[config.mk]
export PLATFORM = sky130hd
export DESIGN_NAME = mem_arbiter
export DESIGN_NICKNAME = d
export VERILOG_FILES = /design/src/rtl/mem_arbiter.sv
export SDC_FILE = /design/constraint.sdc
export NUM_CORES = 1
export LEC_CHECK = 0
export ABC_AREA = 1
export CAP_MARGIN = 20
export CORE_ASPECT_RATIO = 1.1
export CORE_MARGIN = 4
export CORE_UTILIZATION = 38
export CTS_BUF_LIST = sky130_fd_sc_hd__clkbuf_4 sky130_fd_sc_hd__clkbuf_8 sky130_fd_sc_hd__clkbuf_16
export CTS_CLUSTER_SIZE = 24
export DETAILED_ROUTE_END_ITERATION = 8
export GPL_TIMING_DRIVEN = 0
export PLACE_DENSITY = 0.95
export SLEW_MARGIN = 20
export SYNTH_ARGS = -nofsm -noshare
export SYNTH_HDL_FRONTEND = slang
export SYNTH_SLANG_ARGS = --single-unit
[constraint.sdc]
create_clock -name clk -period 4.75 [get_ports clk]
set_clock_uncertainty 0.1 [all_clocks]
set_input_delay 0.475 -clock clk [delete_from_list [all_inputs] [get_ports clk]]
set_output_delay 0.475 -clock clk [all_outputs]
set_load 0.005 [all_outputs]
[src/rtl/mem_arbiter.sv]
// Arbiter for the shared single-port I/D memory. LS wins from idle, grants alternate
// while both requesters stay busy, and reads wait out MEM_LAT before the ack pulse.
module mem_arbiter #(
    parameter int AW      = 32,
    parameter int DW      = 32,
    parameter int MEM_LAT = 1
) (
    input  logic          clk,
    input  logic          rst,
    input  logic          if_req,
    input  logic [AW-1:0] if_addr,
    output logic          if_ack,
    output logic [DW-1:0] if_rdata,
    input  logic          ls_req,
    input  logic          ls_we,
    input  logic [AW-1:0] ls_addr,
    input  logic [DW-1:0] ls_wdata,
    output logic          ls_ack,
    output logic [DW-1:0] ls_rdata,
    output logic          mem_en,
    output logic          mem_we,
    output logic [AW-1:0] mem_addr,
    output logic [DW-1:0] mem_wdata,
    input  logic [DW-1:0] mem_rdata,
    output logic          busy
);
    typedef enum logic [1:0] {IDLE, ISSUE, WAIT, RESP} state_e;

    localparam logic       OWN_IF   = 1'b0;
    localparam logic       OWN_LS   = 1'b1;
    localparam logic [2:0] LAT_LOAD = 3'(MEM_LAT - 1);

    state_e        state_q, state_d;
    logic          own_q, own_d;
    logic          we_q, we_d;
    logic [2:0]    cnt_q, cnt_d;
    logic [AW-1:0] addr_q, addr_d;
    logic [DW-1:0] wdata_q, wdata_d;
    logic          grant_if, grant_ls;

    always_comb begin
        state_d  = state_q;
        own_d    = own_q;
        we_d     = we_q;
        cnt_d    = cnt_q;
        addr_d   = addr_q;
        wdata_d  = wdata_q;
        grant_if = 1'b0;
        grant_ls = 1'b0;
        case (state_q)
            IDLE: begin
                if (ls_req)      grant_ls = 1'b1;
                else if (if_req) grant_if = 1'b1;
            end
            ISSUE: begin
                // Stores need no read data, so they skip the latency wait.
                if (we_q || MEM_LAT == 1) begin
                    state_d = RESP;
                end else begin
                    cnt_d   = LAT_LOAD;
                    state_d = WAIT;
                end
            end
            WAIT: begin
                cnt_d = cnt_q - 3'd1;
                if (cnt_q == 3'd1) state_d = RESP;
            end
            RESP: begin
                // The owner's req is still high here; only the other side may win.
                if (own_q == OWN_IF && ls_req)      grant_ls = 1'b1;
                else if (own_q == OWN_LS && if_req) grant_if = 1'b1;
                else                                state_d  = IDLE;
            end
            default: state_d = IDLE;
        endcase

        if (grant_ls) begin
            state_d = ISSUE;
            own_d   = OWN_LS;
            we_d    = ls_we;
            addr_d  = ls_addr;
            wdata_d = ls_wdata;
        end else if (grant_if) begin
            state_d = ISSUE;
            own_d   = OWN_IF;
            we_d    = 1'b0;
            addr_d  = if_addr;
        end
    end

    always_ff @(posedge clk or posedge rst) begin
        if (rst) begin
            state_q <= IDLE;
            own_q   <= OWN_IF;
            we_q    <= 1'b0;
            cnt_q   <= 3'd0;
            addr_q  <= '0;
            wdata_q <= '0;
        end else begin
            state_q <= state_d;
            own_q   <= own_d;
            we_q    <= we_d;
            cnt_q   <= cnt_d;
            addr_q  <= addr_d;
            wdata_q <= wdata_d;
        end
    end

    assign mem_en    = (state_q == ISSUE);
    assign mem_we    = mem_en & we_q;
    assign mem_addr  = addr_q;
    assign mem_wdata = wdata_q;
    assign busy      = (state_q != IDLE);
    assign if_ack    = (state_q == RESP) && (own_q == OWN_IF);
    assign ls_ack    = (state_q == RESP) && (own_q == OWN_LS);
    assign if_rdata  = if_ack ? mem_rdata : '0;
    assign ls_rdata  = (ls_ack && !we_q) ? mem_rdata : '0;

endmodule

==> flow_summary.json <==
{
  "run_status": "complete, no violations",
  "drc": 0,
  "rsz0062_at_grt": "no",
  "critPathKind": "reg2out",
  "max-slew-margin-rel": 0.698,
  "fin_nets": 961,
  "synth-seq-cells": 71,
  "hold_violations": 0,
  "hold_buffers": 0,
  "ctsLongestPathBuffers": 2,
  "clock_latency_ns": 0.35,
  "power_density_nw_per_um2": 553,
  "combinationalPowerShare": 0.575,
  "r2r_slack_ns": 2.56,
  "syn_inst": 544,
  "drt-initial-drc-count": 223,
  "post-route-cell-area_um2": 6850,
  "first_pass_iters": 6,
  "synthDistinctLibCells": 18,
  "setup-violations-final": 0,
  "coreArea_um2": 9540,
  "cts_tree": "yes",
  "grt_pass1_wl_um": 22600,
  "cp-start-kind": "flop",
  "crit_required_ns": 4.18,
  "wl_per_cell_um": 16.1,
  "routed_via_density": 4.76,
  "synth_xor_area_frac": 0.00462,
  "total_power_uw": 3790,
  "max_freq_ghz": 0.347,
  "worstSetupEndpointType": "output port",
  "initial_core_util": 0.398,
  "io_pins": 266,
  "synth_compound_area_frac": 0.00660,
  "dp_hpwl_um": 12400,
  "synth_area_um2": 3790,
  "die_h_um": 113,
  "p_seq_frac": 0.279,
  "cap_violations": 0,
  "worstPathMaxFanout": 10,
  "via_count": 4495,
  "clockPowerShare": 0.146,
  "grt_overflow": 0,
  "numClockSinks": 71,
  "grt_start_max_net_pins": 42,
  "r2r-end": "mem_wdata[9]",
  "post-route-period-util": 0.607,
  "io_buffers": 265,
  "final_antenna_net_count": 0,
  "clkTransAtPathRegs_ns": 0.08,
  "synthSimpleGateAreaFrac": 0.399,
  "layout-drive-gt1-share": 0.0593,
  "yosys_warnings": 0,
  "p_leak_uw": 0.00346,
  "power.internal_uw": 2290,
  "power.share.switching": 0.396,
  "cts_setup_buffers": 0,
  "clockRootBuffer": "clkbuf_8",
  "die_area_um2": 11600,
  "setup_tns_ns": 0,
  "antenna_found_initial": 7,
  "avgSynthCellArea_um2": 6.97,
  "grt.total_usage": 0.256,
  "final_common_cell": "clkdlybuf4s50_1",
  "r2r_cells": 7,
  "worstReg2RegStart": "state_q[0]",
  "gp_congestion": 0.871,
  "first_global_vias": 4434,
  "synth_fa_ha_area_frac": 0.0231,
  "multi_input_area_um2": 1650,
  "finalCriticalPeriod_ns": 2.88,
  "postPlaceCellArea_um2": 6620,
  "final_cell_mix": "clkdlybuf4s50_1, nand2_1, dfrtp_1",
  "hold_path_class": "in2async",
  "power_switching_uw": 1500,
  "postCtsResizedCells": 0,
  "seq_area_frac_synth": 0.468,
  "drv_slew": 0,
  "syn_nets": 684,
  "ir_drop_mv": 0.341,
  "cts_buffers": 9,
  "register_area_um2": 1780,
  "syn2layout_area_growth_pct": 80.5,
  "whs_ns": 0.371,
  "htreeDepth": 3,
  "die_w_um": 103,
  "utilization": 0.718,
  "num_rows": 37,
  "worst_pin_slew_ns": 0.453,
  "wl_um": 15200,
  "critPathArrivalTime_ns": 2.31,
  "synth_top_family_by_area": "simple AND/OR/NAND/NOR gates",
  "fill_cells": 720,
  "synth_mux_area_frac": 0
}
## cell type report
class                      instances  share of cell area
timing repair buffer             266               0.390
sequential                        71               0.259
multi-input combinational        390               0.240
inverter                          50              0.0278
buffer                            33              0.0269
tap                              117              0.0214
clock buffer                      10              0.0201
clock inverter                     6              0.0133
antenna                            2            0.000731
## cells by family (layout without fill, tap and decap cells)
family,count (synthesis),count (layout)
AOI/OAI and AO/OA,5,5
xor gates and xnor gates,2,2
adders and majority gates,7,7
buffers and inverters,83,365
DFF,71,71
other,0,2
and+or+nand+nor,376,376
## worst max-delay path, stage by stage, from the launching register on
cell and delay, ns:
dfrtp_1 0.42, ha_1 0.28, nand2_1 0.11, inv_1 0.05, nand2_1 0.15, clkbuf_1 0.37, nor2_1 0.09, clkdlybuf4s50_1 0.47
## Yosys cell counts, drive strengths merged
cell	number	area, um2
nand2	240	911
dfrtp	71	1780
nand3	70	350
nor2	65	246
inv	50	188
buf	27	161
ha	7	87.6
clkbuf	6	22.5
o21ai	4	20.0
xor2	2	17.5
a21oi	1	5.00
nand3b	1	7.51
## power by group through the flow
stage	combinational [uW]	clock, uW	sequential, uW
2_1_floorplan	998	0	1060
3_3_place_gp	2140	0	1050
3_5_place_dp	2200	0	1060
4_1_cts	2210	558	1060
5_1_grt	2420	589	1090
6_report	2180	552	1060
## registers in the layout, summed over array words and instances, names as in the netlist
name / count
cnt_q: 3
state_q: 2
mem_wdata: 32
we_q: 1
own_q: 1
mem_addr: 32
## worst max-delay path by stage
stage,startpoint,end,slack [ns],cells past startpoint
6_report,state_q[0],ls_rdata[1],1.87,7
5_1_grt,state_q[1],ls_rdata[21],1.69,7
4_1_cts,state_q[1],ls_rdata[21],1.83,7
3_5_place_dp,state_q[1],ls_rdata[21],2.22,7
3_3_place_gp,rst,mem_addr[29],1.19,2
2_1_floorplan,rst,cnt_q[0],2.38,1
## routing by layer
layer  share of wire  global-route usage  vias to the layer above
met1            0.32               0.247                     2021
li1                -                   -                     2192
met5          0.0040                   0                        -
met2            0.52               0.457                      225
met4           0.035               0.122                       10
met3            0.12               0.112                       47
## stage by stage
stage	setup slack, ns	instances
finish	1.87	945
detailed placement	2.22	927
global route	1.69	945
CTS	1.83	943
floorplan	2.38	544
global placement	1.19	926
Note: power is estimated with default switching activity, not from simulation.
